==> config.mk <==
export PLATFORM = sky130hd
export DESIGN_NAME = ssd1306_spi_driver
export DESIGN_NICKNAME = d
export VERILOG_FILES = /design/src/rtl/ssd1306_spi_driver.sv
export SDC_FILE = /design/constraint.sdc
export NUM_CORES = 1
export LEC_CHECK = 0
export BUFFER_PORTS_ARGS = -buffer_cell sky130_fd_sc_hd__clkbuf_2
export CORE_MARGIN = 3
export CORE_UTILIZATION = 54
export DETAILED_ROUTE_END_ITERATION = 16
export GPL_ROUTABILITY_DRIVEN = 0
export GPL_TIMING_DRIVEN = 0
export PLACE_DENSITY = 0.73
export SYNTH_ARGS = -nofsm -noshare
export SYNTH_HDL_FRONTEND = slang
export SYNTH_SLANG_ARGS = --single-unit
==> constraint.sdc <==
create_clock -name clk_in -period 6.8 [get_ports clk_in]
set_clock_uncertainty 0.05 [all_clocks]
set_input_delay 0 -clock clk_in [delete_from_list [all_inputs] [get_ports clk_in]]
set_output_delay 0 -clock clk_in [all_outputs]
set_load 0.05 [all_outputs]
==> src/rtl/ssd1306_spi_driver.sv <==
// SSD1306 OLED pin driver: panel power sequencing plus 4-wire SPI byte serialiser.
module ssd1306_spi_driver #(
  parameter int unsigned CLK_DIV        = 1,
  parameter int unsigned VDD_DELAY      = 1000,
  parameter int unsigned RST_CYCLES     = 10,
  parameter int unsigned VBAT_OFF_DELAY = 100000,
  parameter int unsigned DLY_W          = 20
) (
  input  logic       clk_in,
  input  logic       reset_in,
  input  logic [7:0] data_in,
  input  logic       dc_in,
  input  logic       valid_in,
  output logic       ready_out,
  input  logic       vbat_en_in,
  input  logic       power_down_in,
  output logic       powered_out,
  output logic       oled_rstn_out,
  output logic       oled_vcdn_out,
  output logic       oled_vbatn_out,
  output logic       oled_csn_out,
  output logic       oled_dc_out,
  output logic       oled_clk_out,
  output logic       oled_mosi_out
);

  // Frame phases: 0 = SETUP, 1..16 = LOW/HIGH per bit (MSB first), 17 = HOLD.
  localparam int unsigned PH_W    = 5;
  localparam logic [PH_W-1:0]  PH_HOLD = PH_W'(17);
  localparam logic [DLY_W-1:0] CNT_ONE = DLY_W'(1);

  typedef enum logic [2:0] {
    PWR_VDD,
    RST_LOW,
    RST_WAIT,
    IDLE,
    BUSY,
    VBAT_OFF,
    OFF
  } state_t;

  state_t           state, state_nx;
  logic [DLY_W-1:0] dly_cnt, cnt_nx;
  logic [PH_W-1:0]  phase, phase_nx;
  logic [7:0]       tx_byte, byte_nx;
  logic             pd_pend, pd_nx;
  logic             dc_nx;
  logic             rstn_nx, vcdn_nx, vbatn_nx, csn_nx, sclk_nx, mosi_nx;
  logic             ready_nx, powered_nx;
  logic [2:0]       bit_idx;

  // State, counters, captured byte and every output pin are registered here.
  always_ff @(posedge clk_in or posedge reset_in) begin
    if (reset_in) begin
      state          <= PWR_VDD;
      dly_cnt        <= '0;
      phase          <= '0;
      tx_byte        <= '0;
      pd_pend        <= 1'b0;
      oled_rstn_out  <= 1'b0;
      oled_vcdn_out  <= 1'b1;
      oled_vbatn_out <= 1'b1;
      oled_csn_out   <= 1'b1;
      oled_dc_out    <= 1'b0;
      oled_clk_out   <= 1'b1;
      oled_mosi_out  <= 1'b0;
      ready_out      <= 1'b0;
      powered_out    <= 1'b0;
    end else begin
      state          <= state_nx;
      dly_cnt        <= cnt_nx;
      phase          <= phase_nx;
      tx_byte        <= byte_nx;
      pd_pend        <= pd_nx;
      oled_rstn_out  <= rstn_nx;
      oled_vcdn_out  <= vcdn_nx;
      oled_vbatn_out <= vbatn_nx;
      oled_csn_out   <= csn_nx;
      oled_dc_out    <= dc_nx;
      oled_clk_out   <= sclk_nx;
      oled_mosi_out  <= mosi_nx;
      ready_out      <= ready_nx;
      powered_out    <= powered_nx;
    end
  end

  // Next-state logic; dly_cnt counts visible cycles spent in the current wait/phase.
  always_comb begin
    state_nx = state;
    cnt_nx   = dly_cnt + CNT_ONE;
    phase_nx = phase;
    byte_nx  = tx_byte;
    pd_nx    = pd_pend;
    dc_nx    = oled_dc_out;
    case (state)
      PWR_VDD: begin
        if (power_down_in) pd_nx = 1'b1;
        if (dly_cnt >= DLY_W'(VDD_DELAY)) begin
          state_nx = RST_LOW;
          cnt_nx   = CNT_ONE;
        end
      end
      RST_LOW: begin
        if (power_down_in) pd_nx = 1'b1;
        if (dly_cnt >= DLY_W'(RST_CYCLES)) begin
          state_nx = RST_WAIT;
          cnt_nx   = CNT_ONE;
        end
      end
      RST_WAIT: begin
        if (power_down_in) pd_nx = 1'b1;
        if (dly_cnt >= DLY_W'(RST_CYCLES)) begin
          // A request seen during power-up is honoured before any byte can be accepted.
          state_nx = pd_nx ? VBAT_OFF : IDLE;
          cnt_nx   = CNT_ONE;
        end
      end
      IDLE: begin
        cnt_nx = dly_cnt;
        if (power_down_in || pd_pend) begin
          state_nx = VBAT_OFF;
          cnt_nx   = CNT_ONE;
        end else if (valid_in) begin
          state_nx = BUSY;
          cnt_nx   = CNT_ONE;
          phase_nx = '0;
          byte_nx  = data_in;
          dc_nx    = dc_in;
        end
      end
      BUSY: begin
        if (power_down_in) pd_nx = 1'b1;
        if (dly_cnt >= DLY_W'(CLK_DIV)) begin
          cnt_nx = CNT_ONE;
          if (phase == PH_HOLD) begin
            state_nx = pd_nx ? VBAT_OFF : IDLE;
          end else begin
            phase_nx = phase + PH_W'(1);
          end
        end
      end
      VBAT_OFF: begin
        if (dly_cnt >= DLY_W'(VBAT_OFF_DELAY)) begin
          state_nx = OFF;
          cnt_nx   = dly_cnt;
        end
      end
      OFF: begin
        cnt_nx = dly_cnt;
      end
      default: begin
        state_nx = PWR_VDD;
        cnt_nx   = '0;
      end
    endcase
  end

  // Pin values for the upcoming cycle, derived from the next state so outputs stay registered.
  always_comb begin
    rstn_nx    = 1'b1;
    vcdn_nx    = 1'b0;
    vbatn_nx   = 1'b1;
    csn_nx     = 1'b1;
    sclk_nx    = 1'b1;
    mosi_nx    = 1'b0;
    ready_nx   = 1'b0;
    powered_nx = 1'b0;
    bit_idx    = 3'((PH_W'(16) - phase_nx) >> 1);
    case (state_nx)
      RST_LOW: begin
        rstn_nx = 1'b0;
      end
      IDLE: begin
        ready_nx   = 1'b1;
        powered_nx = 1'b1;
        vbatn_nx   = ~vbat_en_in;
      end
      BUSY: begin
        powered_nx = 1'b1;
        vbatn_nx   = ~vbat_en_in;
        csn_nx     = 1'b0;
        if (phase_nx == '0) begin
          mosi_nx = byte_nx[7];
        end else if (phase_nx == PH_HOLD) begin
          mosi_nx = byte_nx[0];
        end else begin
          // Odd phases drive SCLK low with the new bit; even phases raise it for sampling.
          sclk_nx = ~phase_nx[0];
          mosi_nx = byte_nx[bit_idx];
        end
      end
      OFF: begin
        vcdn_nx = 1'b1;
        rstn_nx = 1'b0;
      end
      default: begin
      end
    endcase
  end

endmodule

# --- Word-level counts from Yosys, hierarchy flattened ---
# Cells that the tools add are included.
totals:
  reg_bits: 46
  input_bits: 14
  out_inout_bits: 9
  wordCells: 94
op_classes:
  add_sub_neg: 3
  order_cmp: 5
  n_eq_ne: 14
  muxes: 44
  bitwise: 4
  reduce_logical: 10
op_table:
  columns: ["cell", "n"]
  rows:
  - ["$mux 20", 6]
  - ["$pmux 20 s6", 1]
  - ["$mux 3", 10]
  - ["$mux 8", 3]
  - ["$pmux 3 s7", 1]
  - ["$add 20x1->20 const B", 1]
  - ["$ge 20x1->1 const B", 1]
  - ["$ge 20x10->1 const B", 1]
  - ["$ge 20x17->1 const B", 1]
  - ["$ge 20x4->1 const B", 1]
  - ["$mux 5", 4]
  - ["$mux 1", 16]
  - ["$eq 3x3->1 const B", 5]
  - ["$eq 5x5->1 const B", 2]
  - ["$pmux 5 s2", 1]
  - ["$eq 3x2->1 const B", 3]
  - ["$reduce_or 2->1", 4]
  - ["$eq 3x1->1 const B", 2]
  - ["$reduce_and 3->1", 2]
  - ["$add 5x1->5 const B", 1]
  - ["$logic_not 5->1", 1]
  - ["$lt 3x4->1 const B", 1]
  - ["$not 1->1", 4]
  - ["$sub 1x4->4 const A", 1]
  - ["7 further kinds", 7]

# --- Logic depth before layout (Yosys ltp) ---
# Gate-level depths: netlist of the first run.
logic_depth:
  word_depth: 10
  mapped_depth: 14
  ltp_nobuf: 14

# --- Least setup slack after synthesis of the first run ---
# OpenSTA, ideal clock, no wires.
synth_path:
  kind: "register to register"
  start: "reg dly_cnt[0]"
  end: "reg oled_mosi_out"
  setup_ns: 0.124
  t_arrival_ns: 2.755
  t_required_ns: 6.626
  setup_slack_ns: 3.871
  stages_incl_launch_ff: 14
  path_buffers: 0
  synth_period_minus_slack_ns: 2.929
  path_cell_list: "dfrtp_1 inv_1 ha_1 nor4b_1 nand3_1 nor2_1 or3_1 mux2i_1 inv_1 ha_1 xor2_1 mux4_2 mux2i_1 o31ai_1"
synth_between:
  elab_chain_len: 9
  word_cells_on_any_way: 21
  cone_classes: "add/sub: 1; order compare: 4; eq/ne: 2; mux: 13; reduce/logical: 1"
synth_lines:
  columns: ["item", "line_no", "rtl"]
  rows:
  - ["start, declared", "43", "logic [DLY_W-1:0] dly_cnt, cnt_nx;"]
  - ["start signal, assigned", "71", "dly_cnt <= cnt_nx;"]
  - ["$ge 20x1->1 (*)", "133", "if (dly_cnt >= DLY_W'(CLK_DIV)) begin"]
  - ["$mux 5 (*)", "133", null]
  - ["$pmux 5 s2 (*)", "95", "case (state)"]
  - ["net phase_nx[0]", "44", "logic [PH_W-1:0] phase, phase_nx;"]
  - ["$sub 1x4->4", "168", "bit_idx = 3'((PH_W'(16) - phase_nx) >> 1);"]
  - ["$bmux 1 s3", "189", "mosi_nx = byte_nx[bit_idx];"]
  - ["$mux 1 (implied by the code)", "189", null]
  - ["$mux 1", "184", "end else if (phase_nx == PH_HOLD) begin"]
  - ["$mux 1 (*)", "182", "if (phase_nx == '0) begin"]
  - ["$mux 1 (*)", "169", "case (state_nx)"]
  - ["net mosi_nx", "48", "logic rstn_nx, vcdn_nx, vbatn_nx, csn_nx, sclk_nx, mosi_nx;"]
  - ["end signal, assigned", "81", "oled_mosi_out <= mosi_nx;"]
  - ["end, declared", "24", "output logic oled_mosi_out"]
# Mark *: on every way through the listed nets, which the timed path passes. The rest lies on a longest branch. The select of a mux whose other input is x is not followed.
# A chain may end at the register's enable or synchronous reset.

# --- Worst setup path in the final report of the first run ---
# Same ends and word-level chain as after synthesis.

==> results.md, run 1 <==
- Status: finished, final reports clean
- Area growth syn-to-layout: 16.1%
- Die height: 75.8 um
- Die area: approximately 5700 sq um
- FF-to-FF path depth: 13
- Fin nets: roughly 360
- Critical path's slowest cell: dfrtp_1
- Fin area: about 3100 sq um
- Clock transition at the registers of the reported paths: 0.09 ns
- Setup TNS: 0 ns
- Post-synthesis sequential area ratio: 0.440
- Vias per cell: around 5.6
- Share of layout cells above drive strength 1: 0.164
- ANT cells: 0
- Main synth FF type: dfrtp_1
- IR drop worst, VDD: 0.138 mV
- R2r setup slk: between 3 and 4 ns
- FF+latch count, synth: 46
- WP data arrival: between 3 and 4 ns
- Crit-path cells: inv_1 -> ha_1 -> nor4b_1 -> nand3_1 -> nor2_1 -> or3_1 -> mux2i_1 -> inv_1 -> ha_1 -> xor2_1 -> mux4_2 -> mux2i_1 -> o31ai_1
- Unrepaired setup endpoints after global routing: no
- Crit. End Element: register
- FFs w/ async S/R, synth: 1.00
- CP peak stage delay: approximately 0.42 ns
- Commonest non-fill, non-tap cell in the layout: nand2_1
- Total track usage: 0.213
- Final HPWL from detailed placement: roughly 3900 um
- Fill cells: 377
- Final Max Tran Viols: 0
- Pwr per Cell Area: 152 nW/um^2
- I/O pin count: 23
- CTS tree: built
- Post-synthesis cell type count: 52
- Fmax achieved: 286 MHz
- Maxcap violations: 0
- Die W: roughly 76 um
- Final setup viols: 0
- Drt wl/cell: between 10 and 15 um
- CTS Buf Count: 5
- CORE AREA: between 4000 and 5000 sq um
- DRC Markers: 0
- Final period utilization: 0.514
- Worst Setup Path Type: register to register
- Minimum clock period: between 3 and 4 ns
- WL final: roughly 5500 um
- Slew HR: 0.620
- Post-Synthesis Cells: 298
- Vias: 2272
- Worst hold path type: input port to register
- CTS Buffer Depth: 2
- Cell Rows: 24
- Port bufs: 22
- Most frequent cells in the layout: 49 x nand2_1, 42 x dfrtp_1, 27 x o21ai_0
- CTS Root Cell: clkbuf_8
- Worst slew pin tran: 0.569 ns
- Final Total Pwr: roughly 0.46 mW
- Initial antenna violation count: 0
- DR iter-0 viols: between 150 and 200
- First-pass GRT wire length: 9360 um
- Cell Area, Placed: 2840 sq um
- Clock Latency Late Sink: approximately 0.30 ns
- Mapped Area: 2630 sq um
- Aggregate global routing overflow: 0
- WP data required: 6.93 ns
- Worst setup SP type: register
- TritonCTS Sinks: 46
- Final antenna-violating net count: 0
- Worst hold stages: 4
- Final hold vios: 0
- Post-CTS sizing: 0
- Largest net degree at the start of global routing: 26
- Starting density of the core: 0.579
- Pre-antenna DRT Iters: 4
- Vias in the first global route: 2054
- Synthesized net count: 320
- Pleak: 1.49 nW
- # H-tree levels: 2
- Post-Syn Area per Cell: roughly 8.8 sq um
- Post-synth EDFFs: 0
- Synth Warn #: 0
- Max FO, Critical Path: 4
flip-flops by register name (all words and copies together) (netlist names), 3 cells and up:
| signal | count |
|---|---|
| tx_byte | 8 |
| state | 3 |
| phase | 5 |
| dly_cnt | 20 |
synthesized netlist by cell type (2+ instances only):
library cell,number,area share
inv_1,11,0.016
o21a_1,2,0.0057
or3_1,4,0.0095
nand2b_1,4,0.0095
and3_1,7,0.017
nand4_1,2,0.0048
clkbuf_1,8,0.011
xor2_1,4,0.013
a31oi_1,7,0.017
a21oi_1,12,0.023
and2_1,2,0.0048
dfstp_2,4,0.040
or2_2,2,0.0048
nand3_1,19,0.036
mux2i_1,10,0.038
o21ai_0,27,0.051
dfrtp_1,42,0.40
nor3_1,6,0.011
nand2_1,49,0.070
o211ai_1,3,0.0086
ha_1,8,0.038
o31ai_1,7,0.020
a21o_2,2,0.0067
and2b_2,2,0.0067
nor2b_1,5,0.012
buf_2,2,0.0038
nor2_1,22,0.031
through the flow:
step           cells  setup slack (ns)  hold WS (ns)   util
2_1_floorplan    298              3.87        0.0184      -
3_3_place_gp     385              3.37        0.0997  0.622
3_5_place_dp     386              3.31      -0.00873  0.626
4_1_cts          406              3.28         0.177  0.673
5_1_grt          406              2.84         0.247  0.673
6_report         406              3.30         0.195  0.673
layer usage:
metal	share of wire	global-route usage
met5	0	0
met4	0.0095	0.0524
met3	0.047	0.0396
met2	0.46	0.339
met1	0.48	0.299
path summary, 6_finish.rpt:
kind                       startpoint             to
min in group asynchronous    reset_in    oled_dc_out
hold reg to reg            tx_byte[3]     tx_byte[3]
setup / recovery           dly_cnt[0]  oled_mosi_out
setup reg to reg           dly_cnt[0]  oled_mosi_out
max in group asynchronous    reset_in  oled_vcdn_out
hold / removal               valid_in       phase[1]
repair_timing:
item	CTS	global route
buffers inserted	0	0
hold buffers	12	0
hold endpoints to repair	29	0
where the power goes:
part,switching (mW),internal [mW],total (mW)
sequential,0.0000000000000000382,0.273,0.273
combinational,0.00804,0.00842,0.0165
clock,0.0915,0.0822,0.174
final cells by class:
class,count,area [sq um],area share
clock buffer,7,86.3,0.0283
sequential,46,1160,0.379
inverter,11,41.3,0.0135
tap,65,81.3,0.0267
multi-input combinational,228,1370,0.449
timing repair buffer,35,250,0.0820
clock inverter,1,5.00,0.00164
buffer,13,60.1,0.0197
logic make-up (layout without fill, tap and decap cells):
group / after synthesis / count (layout) / share of synthesized area
compound gates: 67 / 67 / 0.154
xor+xnor: 4 / 4 / 0.0133
fa+ha+maj: 8 / 8 / 0.0381
buf+inv: 24 / 67 / 0.0386
flops: 46 / 46 / 0.440
mux: 11 / 11 / 0.0467
simple gates: 138 / 138 / 0.270
critical path, delay by kind of cell (launching register included):
kind                     cells  cell delay, ns
AO/OA/AOI/OAI                1            0.10
XOR/XNOR                     1            0.34
adder cells (fa/ha/maj)      2            0.38
buffers and inverters        2            0.23
flip-flops                   1            0.42
multiplexers                 3            0.88
AND/OR/NAND/NOR              4            0.96
Power figures use the tool's default switching activity.
==> inputs of run 2 (changes only) <==
- ABC_AREA: unset -> 1
- PLACE_DENSITY: 0.73 -> 0.76
- clock period: 6.8 -> 3 ns (I/O delays scaled with it)
==> run 2 against run 1 <==
  * Worst hold slack got worse by 0.030 ns
  * Critical path type unchanged
  * Highest routed layer unchanged
  * Sequential power rose to 3.0 times the previous value
  * Non-clock buffer count fell by 9
  * Critical path depth rose by 4
  * Sequential share of layout area fell by 3.5 points
  * Final cell count rose by 23%
  * Wire length rose by 10%
  * Sequential cell count did not move
  * Die area rose by 10%
  * Combinational power rose to 120 times the previous value
==> results.md, run 2 <==
- Status: finished, final reports clean
- Minimum clock period: around 2.7 ns
- Clock transition at the registers of the reported paths: 0.09 ns
- Pleak: between 1.5 and 2 nW
- Final period utilization: 0.886
- I/O pin count: 23
- Port bufs: 22
- Aggregate global routing overflow: 0
- Final HPWL from detailed placement: ~4500 um
- Unrepaired setup endpoints after global routing: no
- FFs w/ async S/R, synth: 1.00
- Net Sw Frac: 0.499
- Synth Area in Compound Gates: 0.101
- Post-synth EDFFs: 0
- Synth cell count leaders: 91 x nand2_1, 48 x nor2_1, 44 x inv_1, 42 x dfrtp_1, 28 x nand3_1
- Top cells by area, synth: dfrtp_1 36%, nand2_1 12%, nor2_1 6.2%
- Max FO, Critical Path: 10
- Largest regs: dly_cnt x20, tx_byte x8, phase x5
- Xor and xnor fraction of the mapped netlist area: 0.0180
- Final Max Tran Viols: 0
- CORE AREA: ~5200 sq um
- Area growth syn-to-layout: 15.1%
- Synth Warn #: 0
- CTS Buffer Depth: 2
- Switching power: roughly 1.6 mW
- DRC Markers: 0
- Die height: 79.5 um
- CTS Buf Count: 5
- Maxcap violations: 0
- Fin nets: 449
- WP data required: about 3.2 ns
- Starting density of the core: 0.564
- Cell Area, Placed: 3140 sq um
- Post-Synthesis Cells: roughly 390
- Largest family of logic cells by synthesized area: simple AND/OR/NAND/NOR gates
- Synthesized net count: 407
- Setup TNS: 0 ns
- Fin area: 3360 sq um
- Post-CTS setup buffer count: 0
- ANT cells: 0
- Final antenna-violating net count: 0
- Share of layout cells above drive strength 1: 0.210
- Max reg flops: 20
- Fraction of the mapped netlist area in adder cells: 0.0343
- Clock Latency Late Sink: 0.30 ns
- Die W: 79.5 um
- Worst slew pin tran: 0.535 ns
- WP data arrival: 2.84 ns
- Final hold vios: 0
- Mapped Area: approximately 2900 sq um
- R2r setup slk: roughly 0.34 ns
- Crit path setup slack, layout: approximately 0.34 ns
- Main synth FF type: dfrtp_1
- Final core utilization: 0.649
- Area share of and/or/nand/nor cells after synthesis: 0.370
- Vias in the first global route: 2463
- DR iter-0 viols: 119
- Comb power frac: 0.630
- Cell Rows: 26
- Worst Setup Path Type: register to register
- TritonCTS Sinks: 46
- Clock power share: 0.117
- Post-Syn Area per Cell: between 7 and 8 sq um
- Vias: roughly 2600
- Die area: roughly 6300 sq um
- Top-count cell post-synth: nand2_1
- FF+latch count, synth: 46
- Multiplexer share of the synthesized area: 0
- Top reg by flops: dly_cnt
- Reg power frac: 0.253
- Slew HR: 0.643
- Worst slack, placed: between 0.2 and 0.3 ns
- Largest net degree at the start of global routing: 25
- Drt wl/cell: 12.2 um
- Crit. End Element: register
- CTS Root Cell: clkbuf_8
- Post-synthesis cell type count: 39
- WL final: 6050 um
- Pwr per Cell Area: 967 nW/um^2
- Initial antenna violation count: 0
- Vias per cell: 5.15
- Fmax achieved: 376 MHz
- Fill cells: around 440
- Worst setup SP type: register
- IR drop worst, VDD: 0.650 mV
- Internal: 1.63 mW
- # H-tree levels: 2
- First-pass GRT wire length: around 11000 um
- Total track usage: 0.210
- Pre-antenna DRT Iters: 4
- CTS tree: built
- Yosys top cell by area: dfrtp_1
- Post-synthesis sequential area ratio: 0.396
- Final setup viols: 0
- Top-area cell type share of the netlist area: 0.360
- Most frequent cells in the layout: 91 x nand2_1, 48 x nor2_1, 43 x inv_1
- Commonest non-fill, non-tap cell in the layout: nand2_1
- Worst hold path type: input port to register
-- run 2: changes by cell type in the layout (fill, tap and decap cells not counted), moves of 8 or more --
cell | previous run | this run
clkbuf_1 | 9 | 1
mux2i_1 | 10 | 0
nor2_1 | 22 | 48
nand3_1 | 19 | 28
inv_1 | 10 | 43
nand2_1 | 49 | 91
o21ai_0 | 27 | 15
inv_2 | 1 | 11
-- run 2: what timing repair did --
| action | in CTS | in global routing |
|---|---|---|
| setup endpoints to repair | 0 | 1 |
| hold endpoints to repair | 30 | 0 |
| gates resized for setup | 0 | 2 |
| hold buffers | 12 | 0 |
-- run 2: final cells by class --
type	count	area (sq um)	share of cell area
Clock inverter	2	13.8	0.00410
Tap cell	70	87.6	0.0261
Buffer	4	28.8	0.00857
Timing Repair Buffer	35	258	0.0768
Multi-Input combinational cell	280	1540	0.457
Sequential cell	46	1160	0.344
Inverter	55	206	0.0615
Clock buffer	6	72.6	0.0216
-- run 2: final timing paths --
kind,startpoint,endpoint,cells past startpoint
worst min-delay path,valid_in,state[2],7
worst max register to register,dly_cnt[0],oled_mosi_out,17
max in group asynchronous,reset_in,dly_cnt[1],4
worst max-delay path,dly_cnt[0],oled_mosi_out,17
worst min register to register,tx_byte[3],tx_byte[3],2
min in group asynchronous,reset_in,oled_dc_out,3
-- run 2: per-layer routing --
metal	track usage	vias to the layer above	part of all wire	wire (um)
met5	0	-	0	0
met4	0.0859	0	0.016	95
met3	0.0305	9	0.034	205
met2	0.333	51	0.47	2840
met1	0.288	1185	0.48	2910
li1	-	1322	-	-
-- run 2: cell families after synthesis --
logic type / Yosys count
compound gates: 47
flops: 46
xor+xnor: 6
fa+ha+maj: 8
simple gates: 219
buf+inv: 59
-- run 2: power by group through the flow --
| stage | Clock [mW] | Sequential [mW] | Combinational [mW] |
|---|---|---|---|
| 6_report | 0.379 | 0.823 | 2.05 |
| 5_1_grt | 0.406 | 0.841 | 2.33 |
| 4_1_cts | 0.384 | 0.824 | 2.01 |
| 3_5_place_dp | 0 | 0.836 | 2.00 |
| 3_3_place_gp | 0 | 0.831 | 1.94 |
| 2_1_floorplan | 0 | 0.947 | 1.50 |
-- run 2: per-stage QoR --
stage | instances | hold slack [ns] | total power [mW]
2_1_floorplan | 385 | -0.00653 | 2.45
4_1_cts | 498 | 0.145 | 3.22
6_report | 498 | 0.165 | 3.25
3_3_place_gp | 477 | 0.0760 | 2.77
5_1_grt | 498 | 0.210 | 3.58
3_5_place_dp | 478 | 0.0105 | 2.83
-- run 2: worst max-delay path, stage by stage (launching register included) --
cell,delay [ns]
dfrtp_1,0.41
inv_1,0.16
ha_1,0.20
nand2_1,0.06
nor2_1,0.18
nand3_4,0.12
buf_6,0.16
nand2_1,0.07
nand2_2,0.08
a21oi_4,0.20
ha_2,0.34
nand3_1,0.09
o21ai_0,0.07
nand3_1,0.10
nand2_1,0.06
nand2_1,0.08
nand3_2,0.06
a21oi_2,0.10
